==> config.mk <==
export PLATFORM = sky130hd
export DESIGN_NAME = sp_scan_sequencer_flat
export DESIGN_NICKNAME = d
export VERILOG_FILES = /design/src/rtl/sp_scan_sequencer_pkg.sv /design/src/rtl/sp_scan_sequencer_if.sv /design/src/rtl/sp_scan_sequencer_settle_timer.sv /design/src/rtl/sp_scan_sequencer.sv /design/src/flat_wrapper.sv
export SDC_FILE = /design/constraint.sdc
export NUM_CORES = 1
export LEC_CHECK = 0
export BUFFER_PORTS_ARGS = -buffer_cell sky130_fd_sc_hd__buf_2
export CAP_MARGIN = 10
export CORE_MARGIN = 2
export CORE_UTILIZATION = 30
export DETAILED_ROUTE_END_ITERATION = 8
export HOLD_SLACK_MARGIN = 0.05
export MAX_ROUTING_LAYER = met4
export SKIP_LAST_GASP = 1
export SLEW_MARGIN = 20
export SYNTH_ARGS = -nofsm -noshare
export SYNTH_HDL_FRONTEND = slang
export SYNTH_SLANG_ARGS = --single-unit
==> constraint.sdc <==
create_clock -name CLK -period 4.4 [get_ports CLK]
set_input_delay 0 -clock CLK [delete_from_list [all_inputs] [get_ports CLK]]
set_output_delay 0 -clock CLK [all_outputs]
set_load 0.02 [all_outputs]
==> src/rtl/sp_scan_sequencer_pkg.sv <==
// Shared definitions for the solar-panel sweep controller:
// FSM state encoding (doubles as the stat code), axis select and ADC widths.
package sp_pkg;

  localparam int unsigned ADC_W = 12;
  // Four-sample accumulator width used when averaging is enabled.
  localparam int unsigned ACC_W = ADC_W + 2;

  typedef enum logic [2:0] {
    ST_IDLE    = 3'd0,
    ST_SETTLE  = 3'd1,
    ST_SAMPLE  = 3'd2,
    ST_COMPARE = 3'd3,
    ST_PARK    = 3'd4,
    ST_DONE    = 3'd5
  } state_e;

  typedef enum logic {
    AXIS_H = 1'b0,
    AXIS_V = 1'b1
  } axis_e;

endpackage

==> src/rtl/sp_scan_sequencer_if.sv <==
// ADC sample handshake: the sequencer (master) raises adc_req and holds it
// until the converter (slave) returns a one-cycle adc_valid with adc_data.
interface sp_scan_sequencer_if;
  import sp_pkg::*;

  logic             adc_req;
  logic             adc_valid;
  logic [ADC_W-1:0] adc_data;

  modport master (
    output adc_req,
    input  adc_valid,
    input  adc_data
  );

  modport slave (
    input  adc_req,
    output adc_valid,
    output adc_data
  );

endinterface

==> src/rtl/sp_scan_sequencer_settle_timer.sv <==
// Servo settle timer: load on SETTLE entry, count down while running,
// expired_o high once SETTLE_CYC cycles of SETTLE have elapsed.
module sp_settle_timer #(
  parameter int unsigned SETTLE_CYC = 1000000,
  parameter int unsigned SETTLE_W   = 20
) (
  input  logic CLK,
  input  logic RST_N,
  input  logic load_i,
  input  logic run_i,
  output logic expired_o
);

  localparam logic [SETTLE_W-1:0] LOAD_VAL = SETTLE_W'(SETTLE_CYC - 1);

  logic [SETTLE_W-1:0] cnt_q, cnt_d;

  // Next count: reload on entry, otherwise count down to zero and hold.
  always_comb begin
    cnt_d = cnt_q;
    if (load_i) begin
      cnt_d = LOAD_VAL;
    end else if (run_i && (cnt_q != '0)) begin
      cnt_d = cnt_q - 1'b1;
    end
  end

  // Counter register.
  always_ff @(posedge CLK or negedge RST_N) begin
    if (!RST_N) begin
      cnt_q <= '0;
    end else begin
      cnt_q <= cnt_d;
    end
  end

  assign expired_o = (cnt_q == '0);

endmodule

==> src/rtl/sp_scan_sequencer.sv <==
// Sweep controller: steps the H servo across its range, samples panel voltage
// per position, parks at the best one, then repeats on the V axis.
// Manual push-button stepping is accepted while idle or done.
// Optional feature macro: SP_SCAN_AVG_EN (average four ADC samples per position).
module sp_scan_sequencer
  import sp_pkg::*;
#(
  parameter int unsigned POS_W      = 8,
  parameter int unsigned POS_MAX    = 180,
  parameter int unsigned POS_STEP   = 5,
  parameter int unsigned SETTLE_CYC = 1000000,
  parameter int unsigned SETTLE_W   = 20
) (
  input  logic                CLK,
  input  logic                RST_N,
  input  logic                start,
  input  logic                abort,
  input  logic                btn_l,
  input  logic                btn_r,
  input  logic                btn_u,
  input  logic                btn_d,
  sp_scan_sequencer_if.master adc,
  output logic [POS_W-1:0]    pos_h,
  output logic [POS_W-1:0]    pos_v,
  output logic [ADC_W-1:0]    max_v,
  output logic                busy,
  output logic                done,
  output logic [2:0]          stat
);

  localparam logic [POS_W:0]   STEP_X    = (POS_W+1)'(POS_STEP);
  localparam logic [POS_W:0]   MAX_X     = (POS_W+1)'(POS_MAX);
  localparam logic [POS_W-1:0] POS_RESET = POS_W'(POS_MAX / 2);

  state_e           state_q, state_d;
  axis_e            axis_q, axis_d;
  logic [POS_W-1:0] pos_h_q, pos_h_d;
  logic [POS_W-1:0] pos_v_q, pos_v_d;
  logic [ADC_W-1:0] max_v_q, max_v_d;
  logic [POS_W-1:0] best_q, best_d;
  logic [ADC_W-1:0] sample_q, sample_d;
  logic             adc_req_q, adc_req_d;
  logic             busy_q, busy_d;
  logic             done_q, done_d;

  logic [POS_W-1:0] cur_pos;
  logic [POS_W:0]   nxt_pos;
  logic             sweeping;
  logic             settle_load;
  logic             settle_expired;

`ifdef SP_SCAN_AVG_EN
  logic [ACC_W-1:0] acc_q, acc_d;
  logic [1:0]       avg_cnt_q, avg_cnt_d;
  logic [ACC_W-1:0] acc_sum;
`endif

  // Saturating manual step; opposing buttons cancel.
  function automatic logic [POS_W-1:0] step_pos(input logic [POS_W-1:0] p,
                                                 input logic up,
                                                 input logic dn);
    logic [POS_W:0] s;
    s = {1'b0, p} + STEP_X;
    if (up && !dn) begin
      return (s > MAX_X) ? MAX_X[POS_W-1:0] : s[POS_W-1:0];
    end
    if (dn && !up) begin
      return ({1'b0, p} < STEP_X) ? '0 : p - STEP_X[POS_W-1:0];
    end
    return p;
  endfunction

  sp_settle_timer #(
    .SETTLE_CYC (SETTLE_CYC),
    .SETTLE_W   (SETTLE_W)
  ) u_settle (
    .CLK       (CLK),
    .RST_N     (RST_N),
    .load_i    (settle_load),
    .run_i     (state_q == ST_SETTLE),
    .expired_o (settle_expired)
  );

  // Next-state and datapath updates for the sweep FSM.
  always_comb begin
    state_d   = state_q;
    axis_d    = axis_q;
    pos_h_d   = pos_h_q;
    pos_v_d   = pos_v_q;
    max_v_d   = max_v_q;
    best_d    = best_q;
    sample_d  = sample_q;
    adc_req_d = adc_req_q;
    busy_d    = busy_q;
    done_d    = done_q;
`ifdef SP_SCAN_AVG_EN
    acc_d     = acc_q;
    avg_cnt_d = avg_cnt_q;
    acc_sum   = acc_q + ACC_W'(adc.adc_data);
`endif
    cur_pos  = (axis_q == AXIS_V) ? pos_v_q : pos_h_q;
    nxt_pos  = {1'b0, cur_pos} + STEP_X;
    sweeping = (state_q != ST_IDLE) && (state_q != ST_DONE);

    if (abort && sweeping) begin
      state_d   = ST_IDLE;
      adc_req_d = 1'b0;
      busy_d    = 1'b0;
      done_d    = 1'b0;
`ifdef SP_SCAN_AVG_EN
      acc_d     = '0;
      avg_cnt_d = '0;
`endif
    end else begin
      unique case (state_q)
        ST_IDLE, ST_DONE: begin
          if (start) begin
            state_d = ST_SETTLE;
            axis_d  = AXIS_H;
            pos_h_d = '0;
            max_v_d = '0;
            best_d  = '0;
            busy_d  = 1'b1;
            done_d  = 1'b0;
`ifdef SP_SCAN_AVG_EN
            acc_d     = '0;
            avg_cnt_d = '0;
`endif
          end else begin
            pos_h_d = step_pos(pos_h_q, btn_r, btn_l);
            pos_v_d = step_pos(pos_v_q, btn_u, btn_d);
          end
        end
        ST_SETTLE: begin
          if (settle_expired) begin
            state_d   = ST_SAMPLE;
            adc_req_d = 1'b1;
          end
        end
        ST_SAMPLE: begin
`ifdef SP_SCAN_AVG_EN
          // Request is dropped for one cycle after each strobe, then re-raised
          // until the fourth sample closes the average.
          if (adc.adc_valid && adc_req_q) begin
            adc_req_d = 1'b0;
            if (avg_cnt_q == 2'd3) begin
              sample_d  = acc_sum[ADC_W+1:2];
              acc_d     = '0;
              avg_cnt_d = '0;
              state_d   = ST_COMPARE;
            end else begin
              acc_d     = acc_sum;
              avg_cnt_d = avg_cnt_q + 2'd1;
            end
          end else if (!adc_req_q) begin
            adc_req_d = 1'b1;
          end
`else
          if (adc.adc_valid && adc_req_q) begin
            sample_d  = adc.adc_data;
            adc_req_d = 1'b0;
            state_d   = ST_COMPARE;
          end
`endif
        end
        ST_COMPARE: begin
          if (sample_q > max_v_q) begin
            max_v_d = sample_q;
            best_d  = cur_pos;
          end
          if (nxt_pos <= MAX_X) begin
            if (axis_q == AXIS_V) begin
              pos_v_d = nxt_pos[POS_W-1:0];
            end else begin
              pos_h_d = nxt_pos[POS_W-1:0];
            end
            state_d = ST_SETTLE;
          end else begin
            state_d = ST_PARK;
          end
        end
        ST_PARK: begin
          if (axis_q == AXIS_H) begin
            pos_h_d = best_q;
            axis_d  = AXIS_V;
            pos_v_d = '0;
            max_v_d = '0;
            best_d  = '0;
            state_d = ST_SETTLE;
          end else begin
            pos_v_d = best_q;
            busy_d  = 1'b0;
            done_d  = 1'b1;
            state_d = ST_DONE;
          end
        end
        default: begin
          state_d = ST_IDLE;
        end
      endcase
    end

    settle_load = (state_d == ST_SETTLE) && (state_q != ST_SETTLE);
  end

  // State and datapath registers.
  always_ff @(posedge CLK or negedge RST_N) begin
    if (!RST_N) begin
      state_q   <= ST_IDLE;
      axis_q    <= AXIS_H;
      pos_h_q   <= POS_RESET;
      pos_v_q   <= POS_RESET;
      max_v_q   <= '0;
      best_q    <= '0;
      sample_q  <= '0;
      adc_req_q <= 1'b0;
      busy_q    <= 1'b0;
      done_q    <= 1'b0;
    end else begin
      state_q   <= state_d;
      axis_q    <= axis_d;
      pos_h_q   <= pos_h_d;
      pos_v_q   <= pos_v_d;
      max_v_q   <= max_v_d;
      best_q    <= best_d;
      sample_q  <= sample_d;
      adc_req_q <= adc_req_d;
      busy_q    <= busy_d;
      done_q    <= done_d;
    end
  end

`ifdef SP_SCAN_AVG_EN
  // Averaging accumulator registers.
  always_ff @(posedge CLK or negedge RST_N) begin
    if (!RST_N) begin
      acc_q     <= '0;
      avg_cnt_q <= '0;
    end else begin
      acc_q     <= acc_d;
      avg_cnt_q <= avg_cnt_d;
    end
  end
`endif

  assign adc.adc_req = adc_req_q;
  assign pos_h       = pos_h_q;
  assign pos_v       = pos_v_q;
  assign max_v       = max_v_q;
  assign busy        = busy_q;
  assign done        = done_q;
  assign stat        = state_q;

endmodule
==> src/flat_wrapper.sv <==
// flat-port wrapper written by rule: the top's interface ports become plain ports
module sp_scan_sequencer_flat import sp_pkg::*;
#(
  parameter int unsigned POS_W      = 8,
  parameter int unsigned POS_MAX    = 180,
  parameter int unsigned POS_STEP   = 5,
  parameter int unsigned SETTLE_CYC = 1000000,
  parameter int unsigned SETTLE_W   = 20
)
  (CLK, RST_N, start, abort, btn_l, btn_r, btn_u, btn_d, pos_h, pos_v, max_v, busy, done, stat, adc_adc_req, adc_adc_valid, adc_adc_data);
  sp_scan_sequencer_if adc_i ();
  input  logic CLK;
  input  logic RST_N;
  input  logic start;
  input  logic abort;
  input  logic btn_l;
  input  logic btn_r;
  input  logic btn_u;
  input  logic btn_d;
  output logic [POS_W-1:0] pos_h;
  output logic [POS_W-1:0] pos_v;
  output logic [ADC_W-1:0] max_v;
  output logic busy;
  output logic done;
  output logic [2:0] stat;
  output wire logic [$bits(adc_i.adc_req)-1:0] adc_adc_req;
  input wire logic [$bits(adc_i.adc_valid)-1:0] adc_adc_valid;
  input wire logic [$bits(adc_i.adc_data)-1:0] adc_adc_data;
  assign adc_adc_req = adc_i.adc_req;
  assign adc_i.adc_valid = adc_adc_valid;
  assign adc_i.adc_data = adc_adc_data;
  sp_scan_sequencer #(.POS_W(POS_W), .POS_MAX(POS_MAX), .POS_STEP(POS_STEP), .SETTLE_CYC(SETTLE_CYC), .SETTLE_W(SETTLE_W)) u_core (.CLK(CLK), .RST_N(RST_N), .start(start), .abort(abort), .btn_l(btn_l), .btn_r(btn_r), .btn_u(btn_u), .btn_d(btn_d), .adc(adc_i), .pos_h(pos_h), .pos_v(pos_v), .max_v(max_v), .busy(busy), .done(done), .stat(stat));
endmodule
Word-level counts from Yosys, hierarchy flattened
Cells that the tools add are included.
Widths: inputs -> output; s select.

cells by class
  multiplexer cells = 70
  equality and inequality tests = 21
  reductions and logical operators = 31
  $lt $le $gt $ge = 6
  bitwise gates (word level) = 1
  add/subtract/negate cells = 6

operator list
  kind                   count
  $mux 8                 23
  $pmux 8 s3             3
  $mux 20                2
  $mux 12                3
  $pmux 12 s3            1
  $add 8x3->9 const B    3
  $mux 1                 27
  $logic_not 20->1       1
  $reduce_bool 20->1     1
  $sub 20x1->20 const B  1
  $gt 9x8->1 const B     2
  $mux 3                 6
  $lt 8x3->1 const B     2
  $sub 8x3->8 const B    2
  $ne 3x1->1 const B     5
  $pmux 3 s5             1
  $gt 12x12->1           1
  $reduce_and 3->1       4
  $reduce_and 6->1       2
  $reduce_bool 3->1      4
  $le 9x8->1 const B     1
  $logic_and 1x1->1      9
  $ne 2x2->1 const B     4
  $pmux 1 s2             4
  other kinds (14)       23

word-level totals
  output and inout bits = 34
  word-level logic and storage cells = 146
  flip-flop bits (word level) = 75

Depth between registers and ports, before layout
  depth in word-level cells = 14
  mapped depth = 15
  depth with buffers taken out = 10

Modules after synthesis
Synthesis repeated with hierarchy kept, for this count alone.

second synthesis, totals
  cells, all modules = 634
  area total of the unflattened synthesis = 5481.5 um2

modules (own cells, without submodules)
  module             area an instance (um2)  cells an instance  instances
  sp_scan_sequencer  4385.5                  524                1
  sp_settle_timer    1096.1                  110                1

Worst setup path after synthesis
No wires, ideal clock.

  path kind = register to register
  start point = reg u_core.axis_q
  end point = reg u_core.pos_h_q[5], in the netlist u_core.pos_h[5]
  arrival = 3.476 ns
  cell stages (with the launch flop) = 16
  setup time = 0.125 ns
  path slack = 0.799 ns
  path through = dfrtp_1 > clkbuf_1 > clkbuf_1 > clkbuf_1 > buf_1 > nand2_1 > o21ai_0 > ha_1 > inv_1 > a21oi_1 > mux2i_1 > nand3_1 > o21ai_0 > and2_1 > buf_2 > mux2_2

between the ends
  longest elaborated chain between the ends = 5
  elaborated cells between the ends (all ways) = 10
  those cells by class = add/sub: 1; order compare: 1; eq/ne: 3; mux: 4; reduce/logical: 1

ends and longest elaborated chain
  element                                                          line                                                text
  from (decl)                                                      sp_scan_sequencer.sv:36                             axis_e axis_q, axis_d;
  from (signal assigned)                                           sp_scan_sequencer.sv:221                            axis_q <= axis_d;
  $mux 8                                                           sp_scan_sequencer.sv:101                            cur_pos = (axis_q == AXIS_V) ? pos_v_q : pos_h_q;
  $add 8x3->9                                                      sp_scan_sequencer.sv:102                            nxt_pos = {1'b0, cur_pos} + STEP_X;
  $le 9x8->1 or $mux 8 (tied branches)                             sp_scan_sequencer.sv:171, sp_scan_sequencer.sv:172
  $ne 2x1->1 (no source line) or $mux 8 (tied branches)            -
  $reduce_and 6->1 (no source line) or $pmux 8 s3 (tied branches)  -
  to (signal assigned)                                             sp_scan_sequencer.sv:222                            pos_h_q <= pos_h_d;
  to (decl)                                                        sp_scan_sequencer.sv:37                             logic [POS_W-1:0] pos_h_q, pos_h_d;

Parallel ways exist; a longest one is shown, timed or not. The select of a mux whose other input is x is not followed.
A chain may end at the register's enable or synchronous reset.

Final worst setup path
  start point = reg u_core.pos_h_q[0], in the netlist u_core.pos_h[0]
  end point = reg u_core.u_settle.cnt_q[1]

between the ends
  longest elaborated chain between the ends = 9
  elaborated cells between the ends (all ways) = 10
  those cells by class = add/sub: 1; order compare: 1; eq/ne: 1; mux: 5; reduce/logical: 2

ends and longest elaborated chain
  element                                       line                                  text
  $mux 8 (*)                                    sp_scan_sequencer.sv:101
  $add 8x3->9 (*)                               sp_scan_sequencer.sv:102
  $le 9x8->1 (*)                                sp_scan_sequencer.sv:171              if (nxt_pos <= MAX_X) begin
  $mux 3 (*)                                    sp_scan_sequencer.sv:171
  $pmux 3 s5 (*)                                sp_scan_sequencer.sv:115              unique case (state_q)
  $mux 3 (*)                                    sp_scan_sequencer.sv:105              if (abort && sweeping) begin
  $eq 3x1->1 (*)                                sp_scan_sequencer.sv:203              settle_load = (state_d == ST_SETTLE) && (state_q != ST_SETTLE);
  $logic_and 1x1->1 (*)                         sp_scan_sequencer.sv:203
  $mux 20 or $reduce_bool 2->1 (tied branches)  -
  to (signal assigned)                          sp_scan_sequencer_settle_timer.sv:33  cnt_q <= cnt_d;
  to (decl)                                     sp_scan_sequencer_settle_timer.sv:16  logic [SETTLE_W-1:0] cnt_q, cnt_d;

Every way passes the cells marked *; elsewhere a longest branch is shown, timed or not.

==> metrics.md <==
| Metric | Value |
|---|---|
| Outcome | `completed` |
| Slew headroom | `35.0%` |
| Ant diodes | `0` |
| TritonCTS clock tree | `built` |
| Die height | `141 µm` |
| Remaining Overflow, GRT | `0` |
| Grt met3 use | `4.04%` |
| Async SR Flop Fraction | `100%` |
| CTS max path bufs | `2` |
| Core box area | `18,500 µm²` |
| Worst-Skew Late Latency | `340 ps` |
| Final WL | `15,600 µm` |
| Fin Setup TNS | `0 ps` |
| Leading area contributor after synthesis | `dfrtp_1` |
| Share of cells above drive strength 1 | `18.0%` |
| Data arrival, critical path | `3640 ps` |
| RSZ-0062 raised after global routing | `false` |
| RePlAce Congestion | `0.920` |
| Via density | `5.35` |
| PortBufs | `54` |
| Register area share after synthesis | `33.6%` |
| Hold Fails Final Rpt | `0` |
| First-pass DRT Iterations | `5` |
| Seq pwr share | `31.1%` |
| Final setup violation count | `0` |
| Place WS | `939 ps` |
| Minimum clock period | `3460 ps` |
| Clk sink count | `75` |
| Synth-to-Final Area Change | `16.5%` |
| Synth cell count leaders | `dfrtp_1 (67), nand2_1 (63), nor2_1 (45), a21oi_1 (40), inv_1 (40)` |
| Largest net degree at the start of global routing | `76` |
| Post-cts repair resize count | `0` |
| Mapped Cells | `658` |
| Setup crit end kind | `register` |
| Global route hottest layer | `met2` |
| Post-Route Skew | `7.48 ps` |
| Starting density of the core | `30.3%` |
| Pleak | `2.83 nW` |
| H-Tree Depth | `3` |
| DP Cell Count | `911` |
| Root Driver | `clkbuf_16` |
| Post-DP HPWL | `11,100 µm` |
| Comb power frac | `45.2%` |
| Unique masters post-synth | `69` |
| Predominant post-synthesis flop cell | `dfrtp_1` |
| Initial antenna violation count | `0` |
| Setup WS post-layout | `944 ps` |
| R2R depth | `9` |
| Most frequent cell after synthesis | `dfrtp_1` |
| Met1 Usage GRT | `21.8%` |
| Via count | `5,036` |
| DIE WIDTH | `141 µm` |
| Cell Int Power | `1.94 mW` |
| CP max FO | `20` |
| Fin crit share | `78.6%` |
| MaxCap Viol Count | `0` |
| Critical path startpoint category | `register` |
| CTS clk-pin slew, worst paths | `60 ps` |
| Max VDD drop | `242 µV` |
| Share of the synthesized area in the top cell type | `29.8%` |
| Power density over the cells | `529 nW/µm²` |
| # IOs | `55` |
| Layout Cells excl Fill | `941` |
| Starting DRT DRC Count | `405` |
| Vias in the first global route | `4,827` |
| Nets@finish | `746` |
| Sw Share | `43.8%` |
| Hold path depth | `4` |
| R2r setup slk | `940 ps` |
| DRC violations left | `0` |
| Sw Pwr | `1.52 mW` |
| Crit Path Class | `register to register` |
| Slew at the pin closest to its max-slew limit | `974 ps` |
| Register bit count reported by yosys | `75` |
| Cell area after synthesis | `5620 µm²` |
| Slew Viols, Final | `0` |
| Post-synth EDFFs | `0` |
| Tot GR Track Use | `16.6%` |
| Area occupied by multi-input gates | `3400 µm²` |
| Cell row count | `50` |
| Die area | `19,800 µm²` |
| Hold WC Path Type | `input port to register` |
| FILL cells | `1,952` |
| Mapped Nets | `702` |
| Top cells by area, synth | `dfrtp_1 (30%), ha_1 (5.1%), mux2i_1 (4.5%)` |
| Met2 Usage GRT | `25.6%` |
| FF/Latch Area | `1890 µm²` |
| Post-CTS Repair Setup Buffers | `0` |
| Fmax | `289 MHz` |
| Data required, critical path | `4580 ps` |
| Clock Power Share | `23.7%` |
| Yosys warns | `0` |
| First-pass GRT wire length | `25,700 µm` |
| Power, Total | `3.46 mW` |
| Antenna-violating nets left | `0` |
| Syn Area/Cell | `8.54 µm²` |
| Post-DR wirelength/cell | `16.5 µm` |
| Total CTS buffers | `9` |
| Fin Hold WS | `102 ps` |
| Hold Buf Count CTS | `14` |
==> worst paths after layout <==
kind	startpoint	endpoint
worst max-delay path	u_core.pos_h[0]	u_core.u_settle.cnt_q[1]
worst min-delay path	start	u_core.pos_h[3]
worst max register to register	u_core.pos_h[0]	u_core.u_settle.cnt_q[1]
worst min register to register	u_core.busy	u_core.busy
max in group asynchronous	RST_N	u_core.axis_q
min in group asynchronous	RST_N	u_core.u_settle.cnt_q[5]
==> per-stage QoR <==
step / utilization, % / cell area, µm²
finish: 35.4 / 6550
global route: 35.4 / 6550
CTS: 35.4 / 6550
detailed placement: 32.8 / 6080
global placement: 32.8 / 6080
floorplan: - / 5620
==> final cells by class <==
type / instances / share of cell area [%]
Multi-Input combinational cell: 498 / 52.0
Sequential cell: 75 / 28.8
Timing Repair Buffer: 78 / 7.45
Tap cell: 234 / 4.47
Clock buffer: 10 / 3.50
Inverter: 40 / 2.29
Clock inverter: 6 / 1.47
==> sequential cells by signal, indices dropped and copies added, names as in the netlist <==
signal,flops
u_core.axis_q,1
u_core.stat,3
u_core.best_q,8
u_core.done,1
u_core.busy,1
u_core.max_v,12
u_core.adc.adc_req,1
u_core.pos_v,8
u_core.sample_q,12
u_core.u_settle.cnt_q,20
u_core.pos_h,8
==> placed cells by master (no fill, tap or decap), types with 5 or more instances in the layout <==
cell / Yosys / routed
inv_1: 40 / 40
nand4_1: 8 / 8
dfrtp_1: 67 / 67
nor3_1: 14 / 14
and2_1: 15 / 15
mux2i_1: 25 / 25
dfstp_2: 8 / 8
nand3_1: 21 / 21
nand2b_1: 11 / 11
o21ai_0: 29 / 29
a21o_1: 7 / 7
ha_1: 23 / 23
a221oi_1: 5 / 5
nor2b_1: 12 / 12
nor2_1: 45 / 45
o2bb2ai_1: 7 / 7
xnor2_1: 18 / 18
buf_4: 1 / 11
clkbuf_16: 0 / 9
a211oi_1: 8 / 8
nor3b_1: 5 / 5
dlygate4sd3_1: 0 / 14
buf_2: 5 / 53
o211ai_1: 6 / 6
xor2_1: 9 / 9
a21oi_1: 40 / 40
mux2_2: 22 / 22
a31oi_1: 11 / 11
o21a_1: 5 / 5
nand2_1: 63 / 63
nor4_1: 9 / 9
or2_2: 5 / 5
o311ai_0: 5 / 5
==> layer usage <==
layer,share of wire [%],vias to the layer above
met1,46,2364
li1,-,2469
met2,45,180
met5,0,-
met3,6.9,23
met4,2.1,0
==> power groups by stage <==
stage,logic [mW],registers [mW],clock network (mW)
2_1_floorplan,1.20,0.990,0
6_report,1.56,1.08,0.822
3_5_place_dp,1.54,1.08,0
5_1_grt,1.74,1.10,0.882
3_3_place_gp,1.55,1.08,0
4_1_cts,1.56,1.07,0.853
==> cells by family (layout without fill, tap and decap cells) <==
logic type / after synthesis / count (layout) / synth area share [%]
AO/OA/AOI/OAI: 167 / 167 / 20.9
XOR/XNOR: 27 / 27 / 4.21
adder cells (fa/ha/maj): 23 / 23 / 5.12
buffers and inverters: 85 / 134 / 5.86
flip-flops: 75 / 75 / 33.6
multiplexers: 47 / 47 / 8.86
AND/OR/NAND/NOR: 234 / 234 / 21.5
==> critical path, cell delays in order (launching register included) <==
cell	delay [ps]
dfrtp_1	500
inv_1	170
o21ai_0	210
ha_1	300
or4_1	530
o22a_1	230
a211oi_1	380
nor3b_1	140
o22ai_2	660
o211ai_1	170
Note: power is estimated with default switching activity, not from simulation.
